**src/rtl/reset_sequencer_pkg.sv**
```systemverilog
// Shared types and constants for the reset sequencer: FSM state encoding,
// lock-loss counter width, and the counter sizing rule used by every timer.
package reset_sequencer_pkg;

  typedef enum logic [1:0] {
    HOLD    = 2'd0,
    COUNT   = 2'd1,
    RELEASE = 2'd2,
    RUN     = 2'd3
  } seq_state_e;

  localparam int                     LOCK_LOSS_W   = 8;
  localparam logic [LOCK_LOSS_W-1:0] LOCK_LOSS_MAX = '1;

  // Width of a counter that must reach the value n (compared by equality).
  function automatic int cnt_width(input int n);
    return $clog2(n) + 1;
  endfunction

endpackage

```
**src/rtl/reset_sequencer_sync_debounce.sv**
```systemverilog
// Two-flop synchroniser for an asynchronous input, optionally followed by a
// stability filter. With DEPTH = 0 the synchronised value is passed straight
// through; otherwise the output only follows the synchronised input after it
// has differed from the current output for DEPTH consecutive cycles.
module reset_sequencer_sync_debounce
  import reset_sequencer_pkg::*;
#(
  parameter int DEPTH = 0
) (
  input  logic clk,
  input  logic reset_n,
  input  logic din,
  output logic dout
);

  logic meta_q;
  logic sync_q;

  // Metastability-hardening double flop; both stages clear to 0 in reset.
  always_ff @(posedge clk or negedge reset_n) begin
    if (!reset_n) begin
      meta_q <= 1'b0;
      sync_q <= 1'b0;
    end else begin
      meta_q <= din;
      sync_q <= meta_q;
    end
  end

  generate
    if (DEPTH == 0) begin : g_no_filter
      assign dout = sync_q;
    end else begin : g_filter
      localparam int            CW   = cnt_width(DEPTH);
      localparam logic [CW-1:0] LAST = CW'(DEPTH - 1);

      logic [CW-1:0] cnt_q;
      logic          stable_q;

      // Count consecutive disagreeing cycles; any agreement restarts the count.
      always_ff @(posedge clk or negedge reset_n) begin
        if (!reset_n) begin
          cnt_q    <= '0;
          stable_q <= 1'b0;
        end else if (sync_q != stable_q) begin
          if (cnt_q == LAST) begin
            stable_q <= sync_q;
            cnt_q    <= '0;
          end else begin
            cnt_q <= cnt_q + CW'(1);
          end
        end else begin
          cnt_q <= '0;
        end
      end

      assign dout = stable_q;
    end
  endgenerate

endmodule

```
**src/rtl/reset_sequencer.sv**
```systemverilog
// Reset sequencer for the generated clock domain. Waits for PLL lock and a
// debounced run button, holds all domain resets for a minimum time, then
// releases them one at a time in index order. Any loss of lock or button
// drops everything back into reset at once; lock losses after release has
// started are counted (saturating) for debug.
//
//   state   | meaning
//   --------+---------------------------------------------------------------
//   HOLD    | all resets asserted, waiting for lock and button to be good
//   COUNT   | lock and button good, timing the minimum hold period
//   RELEASE | domain 0.. released, stepping to the next domain each stagger
//   RUN     | every domain out of reset
module reset_sequencer
  import reset_sequencer_pkg::*;
#(
  parameter int NUM_DOMAINS     = 3,
  parameter int HOLD_CYCLES     = 32,
  parameter int STAGGER_CYCLES  = 16,
  parameter int DEBOUNCE_CYCLES = 65536
) (
  input  logic                   clk,
  input  logic                   reset_n,
  input  logic                   pll_locked,
  input  logic                   button,
  input  logic                   clr_count,
  output logic [NUM_DOMAINS-1:0] domain_reset,
  output logic                   all_released,
  output logic [LOCK_LOSS_W-1:0] lock_loss_count
);

  localparam int HOLD_W = cnt_width(HOLD_CYCLES);
  localparam int STG_W  = cnt_width(STAGGER_CYCLES);
  localparam int IDX_W  = cnt_width(NUM_DOMAINS);

  localparam logic [HOLD_W-1:0] HOLD_LAST = HOLD_W'(HOLD_CYCLES - 1);
  localparam logic [STG_W-1:0]  STG_LAST  = STG_W'(STAGGER_CYCLES - 1);
  localparam logic [IDX_W-1:0]  IDX_LAST  = IDX_W'(NUM_DOMAINS - 1);

  logic lock_s;
  logic button_db;
  logic ok;
  logic lock_event;

  seq_state_e             state_q,  state_d;
  logic [HOLD_W-1:0]      hold_q,   hold_d;
  logic [STG_W-1:0]       stg_q,    stg_d;
  logic [IDX_W-1:0]       idx_q,    idx_d;
  logic [NUM_DOMAINS-1:0] dr_q,     dr_d;
  logic                   ar_q,     ar_d;
  logic [LOCK_LOSS_W-1:0] llc_q;

  // PLL lock is level-only; no filtering, just synchronised.
  reset_sequencer_sync_debounce #(
    .DEPTH (0)
  ) u_lock_sync (
    .clk     (clk),
    .reset_n (reset_n),
    .din     (pll_locked),
    .dout    (lock_s)
  );

  reset_sequencer_sync_debounce #(
    .DEPTH (DEBOUNCE_CYCLES)
  ) u_button_sync (
    .clk     (clk),
    .reset_n (reset_n),
    .din     (button),
    .dout    (button_db)
  );

  assign ok         = lock_s & button_db;
  assign lock_event = ((state_q == RELEASE) || (state_q == RUN)) && !lock_s;

  // Next-state and next-output decode; loss of ok always wins over release.
  always_comb begin
    state_d = state_q;
    hold_d  = hold_q;
    stg_d   = stg_q;
    idx_d   = idx_q;
    dr_d    = dr_q;
    ar_d    = ar_q;

    case (state_q)
      HOLD: begin
        dr_d   = '1;
        ar_d   = 1'b0;
        hold_d = '0;
        stg_d  = '0;
        idx_d  = '0;
        if (ok) begin
          state_d = COUNT;
        end
      end

      COUNT: begin
        if (!ok) begin
          state_d = HOLD;
          hold_d  = '0;
        end else if (hold_q == HOLD_LAST) begin
          hold_d  = '0;
          stg_d   = '0;
          dr_d[0] = 1'b0;
          if (NUM_DOMAINS == 1) begin
            state_d = RUN;
            ar_d    = 1'b1;
          end else begin
            state_d = RELEASE;
            idx_d   = IDX_W'(1);
          end
        end else begin
          hold_d = hold_q + HOLD_W'(1);
        end
      end

      RELEASE: begin
        if (!ok) begin
          state_d = HOLD;
          dr_d    = '1;
          ar_d    = 1'b0;
          stg_d   = '0;
          idx_d   = '0;
        end else if (stg_q == STG_LAST) begin
          stg_d = '0;
          for (int i = 0; i < NUM_DOMAINS; i++) begin
            if (IDX_W'(i) == idx_q) begin
              dr_d[i] = 1'b0;
            end
          end
          idx_d = idx_q + IDX_W'(1);
          if (idx_q == IDX_LAST) begin
            state_d = RUN;
            ar_d    = 1'b1;
          end
        end else begin
          stg_d = stg_q + STG_W'(1);
        end
      end

      RUN: begin
        if (!ok) begin
          state_d = HOLD;
          dr_d    = '1;
          ar_d    = 1'b0;
          stg_d   = '0;
          idx_d   = '0;
        end
      end

      default: begin
        state_d = HOLD;
        dr_d    = '1;
        ar_d    = 1'b0;
      end
    endcase
  end

  // State, timers and the registered reset outputs.
  always_ff @(posedge clk or negedge reset_n) begin
    if (!reset_n) begin
      state_q <= HOLD;
      hold_q  <= '0;
      stg_q   <= '0;
      idx_q   <= '0;
      dr_q    <= '1;
      ar_q    <= 1'b0;
    end else begin
      state_q <= state_d;
      hold_q  <= hold_d;
      stg_q   <= stg_d;
      idx_q   <= idx_d;
      dr_q    <= dr_d;
      ar_q    <= ar_d;
    end
  end

  // Saturating lock-loss counter; a clear in the same cycle as a loss wins.
  always_ff @(posedge clk or negedge reset_n) begin
    if (!reset_n) begin
      llc_q <= '0;
    end else if (clr_count) begin
      llc_q <= '0;
    end else if (lock_event && (llc_q != LOCK_LOSS_MAX)) begin
      llc_q <= llc_q + LOCK_LOSS_W'(1);
    end
  end

  assign domain_reset    = dr_q;
  assign all_released    = ar_q;
  assign lock_loss_count = llc_q;

endmodule

```
**config.mk**
```make
export PLATFORM = sky130hd
export DESIGN_NAME = reset_sequencer
export DESIGN_NICKNAME = d
export VERILOG_FILES = /design/src/rtl/reset_sequencer_pkg.sv /design/src/rtl/reset_sequencer_sync_debounce.sv /design/src/rtl/reset_sequencer.sv
export SDC_FILE = /design/constraint.sdc
export NUM_CORES = 1
export LEC_CHECK = 0
export CELL_PAD_IN_SITES_DETAIL_PLACEMENT = 1
export CELL_PAD_IN_SITES_GLOBAL_PLACEMENT = 2
export CORE_UTILIZATION = 34
export CTS_CLUSTER_DIAMETER = 120
export DETAILED_ROUTE_END_ITERATION = 8
export GPL_TIMING_DRIVEN = 1
export PLACE_DENSITY_LB_ADDON = 0.1
export SLEW_MARGIN = 5
export SYNTH_ARGS = -nofsm -noshare
export SYNTH_HDL_FRONTEND = slang
export SYNTH_SLANG_ARGS = --single-unit
```
**constraint.sdc**
```tcl
create_clock -name clk -period 1.7 [get_ports clk]
set_input_delay 0.255 -clock clk [delete_from_list [all_inputs] [get_ports clk]]
set_output_delay 0.255 -clock clk [all_outputs]
set_load 0.1 [all_outputs]
```
**Word level (Yosys, flattened, before mapping)**

Index checks and enable logic that the tools add are counted.

- Output and inout bits: 12
- Word-level logic and storage cells: 101
- Bits of input ports: 5
- Register bits after elaboration: 50

- Mux-type cells: 42
- Add/sub/neg operators: 5
- Reductions and logical operators: 17
- Eq/ne operators: 21
- Bitwise gates (word level): 1

Operators with widths:

| cell | count |
|---|---|
| $mux W17 | 2 |
| $mux W5 | 5 |
| $mux W3 | 8 |
| $pmux W5 S4 | 1 |
| $add A17 B1 Y17 const B | 1 |
| $eq A17 B16 Y1 const B | 1 |
| $mux W8 | 2 |
| $reduce_and A4 Y1 | 4 |
| $ne A3 B2 Y1 const B | 5 |
| $mux W2 | 7 |
| $mux W6 | 2 |
| $pmux W3 S4 | 1 |
| $pmux W6 S2 | 1 |
| $reduce_and A5 Y1 | 2 |
| $mux W1 | 9 |
| $add A8 B1 Y8 const B | 1 |
| $ne A2 B2 Y1 const B | 4 |
| $ne A8 B8 Y1 const B | 1 |
| $pmux W2 S4 | 1 |
| $add A6 B1 Y6 const B | 1 |
| $eq A6 B5 Y1 const B | 1 |
| $pmux W2 S3 | 1 |
| $add A5 B1 Y5 const B | 1 |
| $eq A5 B4 Y1 const B | 1 |
| 20 further kinds | 23 |

**Longest topological paths before layout**

Gate-level depths: netlist (run 1).

- Depth after elaboration: 6
- Gate-level depth with buffers: 8
- Depth with buffers taken out: 6

**Hierarchy**

From an unflattened synthesis (run 1), not the netlist that was laid out.

- Cells, all modules: 251
- Area total of the unflattened synthesis: 2612.5 µm²

Modules (own cells, without submodules):

| module | times used | cells each | area each (µm²) | sequential area each (µm²) |
|---|---|---|---|---|
| reset_sequencer | 1 | 160 | 1634.1 | 704.4 |
| reset_sequencer_sync_debounce at u_button_sync | 1 | 89 | 928.4 | 500.5 |
| reset_sequencer_sync_debounce at u_lock_sync | 1 | 2 | 50.0 | 50.0 |

**Worst setup path after synthesis (run 1)**

OpenSTA, ideal clock, no wires.

- Kind: register to register
- Start: reg llc_q[0], in the netlist lock_loss_count[0]
- End: reg llc_q[1], in the netlist lock_loss_count[1]
- Arrival: 2.034 ns
- Clock period less this slack: 2.162 ns
- Buffers on the path: 0
- Stages on the path, launching flop included: 6
- Required time: 1.572 ns
- Slack: -0.462 ns
- Setup time: 0.128 ns
- Path through: dfrtp_1 ha_1 nand4_1 o21ai_0 mux2i_1 nor2_1

- Word-level cells in the longest chain between the ends: 3
- Elaborated cells on any way between the ends: 6
- Classes of those cells: add/sub: 1; eq/ne: 1; mux: 2; reduce/logical: 2

Ends and longest elaborated chain:

| item | RTL line | RTL |
|---|---|---|
| start, declared | reset_sequencer.sv:50 | `logic [LOCK_LOSS_W-1:0] llc_q;` |
| start signal, assigned | reset_sequencer.sv:183 | `llc_q <= llc_q + LOCK_LOSS_W'(1);` |
| $add A8 B1 Y8 or $ne A8 B8 Y1 (tied branches) | reset_sequencer.sv:183, reset_sequencer.sv:182 |  |
| $mux W8 or $logic_and A1 B1 Y1 (tied branches) | reset_sequencer.sv:182 | `end else if (lock_event && (llc_q != LOCK_LOSS_MAX)) begin` |
| $mux W8 or $reduce_bool A2 Y1 (tied branches) | n/a |  |

Several ways; a longest one is shown, not always the timed one. The select of a mux whose other input is x is not followed.
A chain may end at the register's enable or synchronous reset.

**Worst setup path after layout (run 1)**

- Start: reg u_button_sync.g_filter.cnt_q[1]
- End: reg u_button_sync.g_filter.cnt_q[3]

- Word-level cells in the longest chain between the ends: 3
- Elaborated cells on any way between the ends: 4
- Classes of those cells: add/sub: 1; eq/ne: 1; mux: 2

Ends and longest elaborated chain:

| item | RTL line | RTL |
|---|---|---|
| start, declared | reset_sequencer_sync_debounce.sv:37 | `logic [CW-1:0] cnt_q;` |
| start signal, assigned | reset_sequencer_sync_debounce.sv:50 | `cnt_q <= cnt_q + CW'(1);` |
| $add A17 B1 Y17 or $eq A17 B16 Y1 (tied branches) | reset_sequencer_sync_debounce.sv:50, reset_sequencer_sync_debounce.sv:46 |  |
| $mux W17 * | reset_sequencer_sync_debounce.sv:46 | `if (cnt_q == LAST) begin` |
| $mux W17 * | reset_sequencer_sync_debounce.sv:45 | `end else if (sync_q != stable_q) begin` |

Mark *: on every way between the ends. The rest lies on a longest branch, timed or not.

==> summary.txt, run 1 <==
Status
  – Outcome: finished, violations left
  – Violated checks: setup timing

Cells and area
  – Area grow syn2layout: 45.0%
  – Fill cell count: 827
  – Commonest non-fill, non-tap cells in the layout: buf_4, dfrtp_1, nand2_1
  – Fin area: 3810 sq um
  – Most common cell after layout, fill and taps aside: buf_4
  – Layout cells sized above 1: 38.6%
  – Layout Cells excl Fill: 444
  – Nets: 361
  – Diodes inserted: 0

Synth
  – Post-synth top area share: 44.8%
  – #FFs+latches synth: 50
  – Synth Warn #: 0
  – Mapped cell area: 2630 sq um
  – Biggest area consumer among synthesized cells: dfrtp_1
  – Cells after Synth: 270
  – Area contributors post-synth: dfrtp_1, ha_1, nor2_1
  – Post-synth cell types: 45
  – Sequential share of the synthesized area: 47.8%
  – Mean Syn Cell Area: 9.72 sq um
  – Syn Nets: 287

Placed design
  – GPL Wtd Cong: 0.767
  – Port bufs: 16
  – DP HPWL: 4880 um
  – Area after DPL: 3410 sq um
  – DP Worst Slack: -87.0 ps
  – Dpl cells: 427

Clocking
  – Clock transition at path regs: 100 ps
  – Clk Latency, worst-skew pair: 310 ps
  – CTS max path bufs: 2
  – Clock sink count: 50
  – Num CTS Buffers: 5
  – H-tree levels: 2
  – Clock tree from TritonCTS: done
  – Root buf cell: clkbuf_8

Drt
  – Final WL: 6910 um
  – Vias per cell: 5.12
  – Initial drt markers: 79
  – Pre-antenna DRT Iters: 4
  – Via count: 2274
  – Routed Antenna Nets: 0
  – Wirelength per Cell: 15.6 um
  – Drt drc: 0

STA
  – Worst-margin pin slew: 414 ps
  – RSZ-0062 raised after global routing: yes
  – Tmin final: 1730 ps
  – Worst Skew: 9.76 ps
  – Final clock period utilization by the worst path: 102%
  – Final Hold Viols: 0
  – Fmax: 577 MHz
  – Final Max Slew Viols: 0
  – PnR worst setup slack: -34.5 ps
  – Final setup vio count: 17
  – Slew HR: 72.1%
  – Setup TNS: -300 ps

Global routing
  – GRT Resource Usage Total: 17.8%
  – Global-route wire length before repair: 11600 um
  – Vias in the first global route: 2320
  – Initial antenna violation count: 0
  – Pin count of the biggest net entering global routing: 51
  – GR Overflow Total: 0

Setup path
  – Critical-path top delay cell: or4_4
  – WS Path Type: reg2reg
  – Worst endpoint required time: 1900 ps
  – Worst Path Arrival: 1930 ps
  – Slowest stage delay, CP: 480 ps
  – Critical path cell sequence: ha_2 -> nand2_2 -> or4_4 -> o31ai_4 -> buf_6 -> nor2_2
  – Crit path launch type: flip-flop
  – Largest fanout on the critical path: 6
  – Crit path capture type: flip-flop

Floorplanning
  – Core area: 7370 sq um
  – Die Wd: 89.9 um
  – Starting density of the core: 35.6%
  – Core Rows: 31
  – I/O pin total: 17
  – Die area: 8080 sq um
  – Die Height: 89.9 um

Pwr
  – Max IR drop VDD: 0.286 mV
  – Pwr Total: 0.00205 W
  – PwrDens: 538 nW/um^2
  – Leakage: 1.60 nW

Hold path
  – Worst Hold Class: reg2reg

Run
  – Max_cap viols: 0
-- metrics by stage --
step / hold WS, ps / utilization [%]
floorplan: -40.6 / -
global placement: 274 / 46.3
detailed placement: 277 / 46.3
CTS: 359 / 49.0
global route: 370 / 51.7
finish: 355 / 51.7
-- path summary, 6_finish.rpt --
check	start	to	slack [ps]	cells after the start
setup / recovery	u_button_sync.g_filter.cnt_q[1]$_DFF_PN0_	u_button_sync.g_filter.cnt_q[3]$_DFF_PN0_	-30	6
max in group asynchronous	reset_n	domain_reset[0]$_DFFE_PN1P_	960	3
setup reg to reg	u_button_sync.g_filter.cnt_q[1]$_DFF_PN0_	u_button_sync.g_filter.cnt_q[3]$_DFF_PN0_	-30	6
hold / removal	u_lock_sync.meta_q$_DFF_PN0_	u_lock_sync.dout$_DFF_PN0_	360	0
min in group asynchronous	reset_n	u_button_sync.g_filter.cnt_q[4]$_DFF_PN0_	460	3
hold reg to reg	u_lock_sync.meta_q$_DFF_PN0_	u_lock_sync.dout$_DFF_PN0_	360	0
-- where the power goes --
part	leakage, nW	internal, W	switching (W)	total (W)
sequential	0.659	0.00120	0.00000831	0.00121
clock	0.0472	0.000328	0.000415	0.000743
combinational	0.893	0.0000432	0.0000557	0.0000989
total	1.60	0.00157	0.000479	0.00205
-- kinds of logic after synthesis --
family,Yosys count,share of synthesized area (%)
AOI/OAI and AO/OA,51,12.9
xor gates and xnor gates,17,5.67
adders and majority gates,12,5.72
buffers and inverters,18,2.91
DFF,50,47.8
muxes,4,1.57
and+or+nand+nor,118,23.5
-- Yosys cell counts (all sizes together) --
cell / count
a211o: 2
a21boi: 1
a21o: 5
a21oi: 10
a22o: 3
a31oi: 4
and2: 2
and3: 3
and4: 2
and4b: 1
buf: 3
clkbuf: 5
dfrtp: 47
dfstp: 3
ha: 12
inv: 10
mux2: 1
mux2i: 3
nand2: 24
nand2b: 3
nand3: 16
nand3b: 3
nand4: 6
nand4b: 3
nor2: 28
nor2b: 1
nor3: 9
nor4: 5
o211a: 1
o211ai: 2
o21a: 2
o21ai: 16
o21ba: 1
o22ai: 1
o31ai: 2
o32ai: 1
or3: 6
or4: 6
xnor2: 10
xor2: 7
-- flip-flops by register name, indices dropped and copies added, names as in the netlist --
register	count
lock_loss_count	8
u_lock_sync.dout	1
u_button_sync.sync_q	1
u_lock_sync.meta_q	1
state_q	2
all_released	1
stg_q	5
hold_q	6
idx_q	3
u_button_sync.meta_q	1
domain_reset	3
u_button_sync.g_filter.cnt_q	17
u_button_sync.dout	1
-- routing by layer --
| layer | routed length (um) | global-route usage (%) |
|---|---|---|
| met1 | 3360 | 24.2 |
| met4 | 77 | 4.97 |
| met2 | 3350 | 29.1 |
| met5 | 0 | 0 |
| met3 | 118 | 3.38 |
-- final cells by class --
class | count | area (sq um) | area share, %
tap | 99 | 124 | 3.25
timing repair buffer | 75 | 752 | 19.8
clock inverter | 2 | 12.5 | 0.329
inverter | 10 | 37.5 | 0.986
clock buffer | 6 | 82.6 | 2.17
sequential | 50 | 1280 | 33.6
multi-input combinational | 202 | 1520 | 40.0
-- what timing repair did --
item	4_1_cts	5_1_grt
setup endpoints to repair	26	32
pin swaps	12	8
resized for setup	15	42
endpoints found under the hold margin	47	0
hold buffers	1	0
setup buffers	5	4
gates cloned	0	0
-- worst max-delay path: cells and delay by family, from the launching register on --
| family | cells | cell delay [ps] |
|---|---|---|
| simple gates | 3 | 580 |
| fa+ha+maj | 1 | 190 |
| flops | 1 | 360 |
| compound gates | 1 | 290 |
| buf+inv | 1 | 190 |
Power figures use the tool's default switching activity.
==> run 2, diff against run 1 <==
--- a/config.mk
+++ b/config.mk
@@ -7,7 +7,8 @@
 export LEC_CHECK = 0
 export CELL_PAD_IN_SITES_DETAIL_PLACEMENT = 1
 export CELL_PAD_IN_SITES_GLOBAL_PLACEMENT = 2
-export CORE_UTILIZATION = 34
+export CORE_MARGIN = 4
+export CORE_UTILIZATION = 41
 export CTS_CLUSTER_DIAMETER = 120
 export DETAILED_ROUTE_END_ITERATION = 8
 export GPL_TIMING_DRIVEN = 1
==> constraint.sdc (replaced) <==
create_clock -name clk -period 2.25 [get_ports clk]
set_input_delay 0.3375 -clock clk [delete_from_list [all_inputs] [get_ports clk]]
set_output_delay 0.3375 -clock clk [all_outputs]
set_load 0.1 [all_outputs]
==> run 2 against run 1 <==
The run now ends clean; die area is 4.1% lower; final cell count is 17% lower; first-iteration DRC count is 70% lower; critical path depth is 1 lower; sequential power is 24% lower; non-clock buffer count is 53 lower; clock-buffer cell count is 1 lower; clock skew is 1.2 ps higher; via count is 11% lower; sequential share of layout area is 9.2 points higher; power is 28% lower; largest power group unchanged; highest routed layer unchanged.
==> summary.txt, run 2 (synthesis results as in run 1) <==
Clocking
  – Clock sink count: 50
  – CTS max path bufs: 2
  – Clk Latency, worst-skew pair: 300 ps
  – Num CTS Buffers: 5
  – Root buf cell: clkbuf_8
  – Postcts setup bufs: 0
  – # hold bufs at CTS: 0
  – H-tree levels: 2
  – Clock tree from TritonCTS: done
  – PostCTS Resize Cnt: 0
  – Clock transition at path regs: 100 ps

Cells and area
  – Layout cells sized above 1: 12.0%
  – Most common cell after layout, fill and taps aside: dfrtp_1
  – Diodes inserted: 0
  – Most flop-heavy register: u_button_sync.g_filter.cnt_q
  – Fin area: 2940 sq um
  – Area grow syn2layout: 11.9%
  – Commonest non-fill, non-tap cells in the layout: dfrtp_1, nor2_1, nand2_1
  – Nets: 308
  – Max FFs per register: 17

Drt
  – Routed Antenna Nets: 0
  – Final WL: 5610 um
  – Via count: 2022
  – Initial drt markers: 24
  – Drt drc: 0
  – Wirelength per Cell: 15.3 um
  – Pre-antenna DRT Iters: 4
  – Vias per cell: 5.51

Hold path
  – Worst Hold Class: in2async

Setup path
  – CP endpoint: u_button_sync.dout$_DFFE_PN0P_
  – WS Path Type: reg2reg
  – Critical R2R Launch: u_button_sync.g_filter.cnt_q[0]$_DFF_PN0_
  – Worst Path Arrival: 2230 ps
  – Reg2reg setup slack: 210 ps
  – Worst endpoint required time: 2450 ps
  – Worst R2R Path Depth: 5
  – Largest fanout on the critical path: 6
  – CP startpoint: u_button_sync.g_filter.cnt_q[0]$_DFF_PN0_
  – Crit path launch type: flip-flop
  – Crit path capture type: flip-flop
  – Worst r2r dst: u_button_sync.dout$_DFFE_PN0P_

Floorplanning
  – I/O pin total: 17
  – Core Rows: 28
  – Die area: 7750 sq um
  – Die Height: 88.0 um
  – Core area: 6060 sq um
  – Die Wd: 88.0 um
  – Starting density of the core: 43.3%

Global routing
  – GR Overflow Total: 0
  – Global-route wire length before repair: 9850 um
  – Initial antenna violation count: 0
  – Vias in the first global route: 2186
  – GRT Resource Usage Total: 15.9%
  – Pin count of the biggest net entering global routing: 51

Pwr
  – Leakage: 1.29 nW
  – Max IR drop VDD: 0.407 mV
  – Pwr Total: 0.00148 W
  – PwrDens: 505 nW/um^2

STA
  – Final clock period utilization by the worst path: 90.5%
  – Final Max Slew Viols: 0
  – Fmax: 491 MHz
  – Final setup vio count: 0
  – Slew HR: 57.6%
  – PnR worst setup slack: 213 ps
  – Worst-margin pin slew: 636 ps
  – Tmin final: 2040 ps
  – Setup TNS: 0 ps
  – Final Hold Viols: 0
  – Hold slack: 137 ps
  – RSZ-0062 raised after global routing: no
  – Worst Skew: 11.0 ps

Placed design
  – DP Worst Slack: 226 ps
  – Port bufs: 16
  – DP HPWL: 4100 um
  – Area after DPL: 2850 sq um
  – GPL Wtd Cong: 0.745

Run
  – Max_cap viols: 0

Status
  – Outcome: finished, final reports clean
[run 2: cell count changes in the layout (fill, tap and decap cells not counted), sizes merged]
cell,before,now
clkbuf,6,5
clkinvlp,1,0
dlygate4sd3,1,0
clkinv,1,2
buf,71,19
inv,10,11
[run 2: power by group]
part	leakage [nW]	switching (W)	total, W	internal [W]
registers	0.677	0.00000854	0.000915	0.000906
clock network	0.0483	0.000306	0.000526	0.000220
logic	0.565	0.0000294	0.0000431	0.0000137
total	1.29	0.000344	0.00148	0.00114
[run 2: layer usage]
layer	up-vias	wire length [um]	part of all wire, %	GRT usage, %
met5	-	0	0	0
met1	1001	2610	47	19.8
li1	1006	-	-	-
met4	0	29	0.52	3.43
met2	13	2850	51	28.4
met3	2	116	2.1	3.48
[run 2: worst min path at each step]
stage / depth (start not counted) / end / slack (ps)
4_1_cts: 2 / hold_q[4]$_DFFE_PN0P_ / 150
3_3_place_gp: 0 / u_lock_sync.dout$_DFF_PN0_ / 330
3_5_place_dp: 0 / u_button_sync.sync_q$_DFF_PN0_ / 350
6_report: 2 / hold_q[3]$_DFFE_PN0P_ / 140
5_1_grt: 2 / hold_q[4]$_DFFE_PN0P_ / 180
2_1_floorplan: 0 / all_released$_DFFE_PN0P_ / 40
[run 2: final cells by class]
class | instances | area, sq um
inverters | 10 | 37.5
clock inverters | 3 | 18.8
multi-input cells | 202 | 1290
flip-flops and latches | 50 | 1250
fillers | 696 | 3120
well taps | 75 | 93.8
repair buffers | 22 | 170
clock buffers | 5 | 68.8
[run 2: critical path, cell delays in order (launching register included)]
cell     delay [ps]
dfrtp_1         420
ha_1            230
nand2_1         120
or4_1           560
nor3_1          250
mux2_2          360
[run 2: metrics by stage]
step	util [%]	std cells
final	48.5	367
after global routing	48.5	367
after CTS	48.5	367
after detailed placement	47.0	359
after global placement	47.0	359
after floorplan	-	270
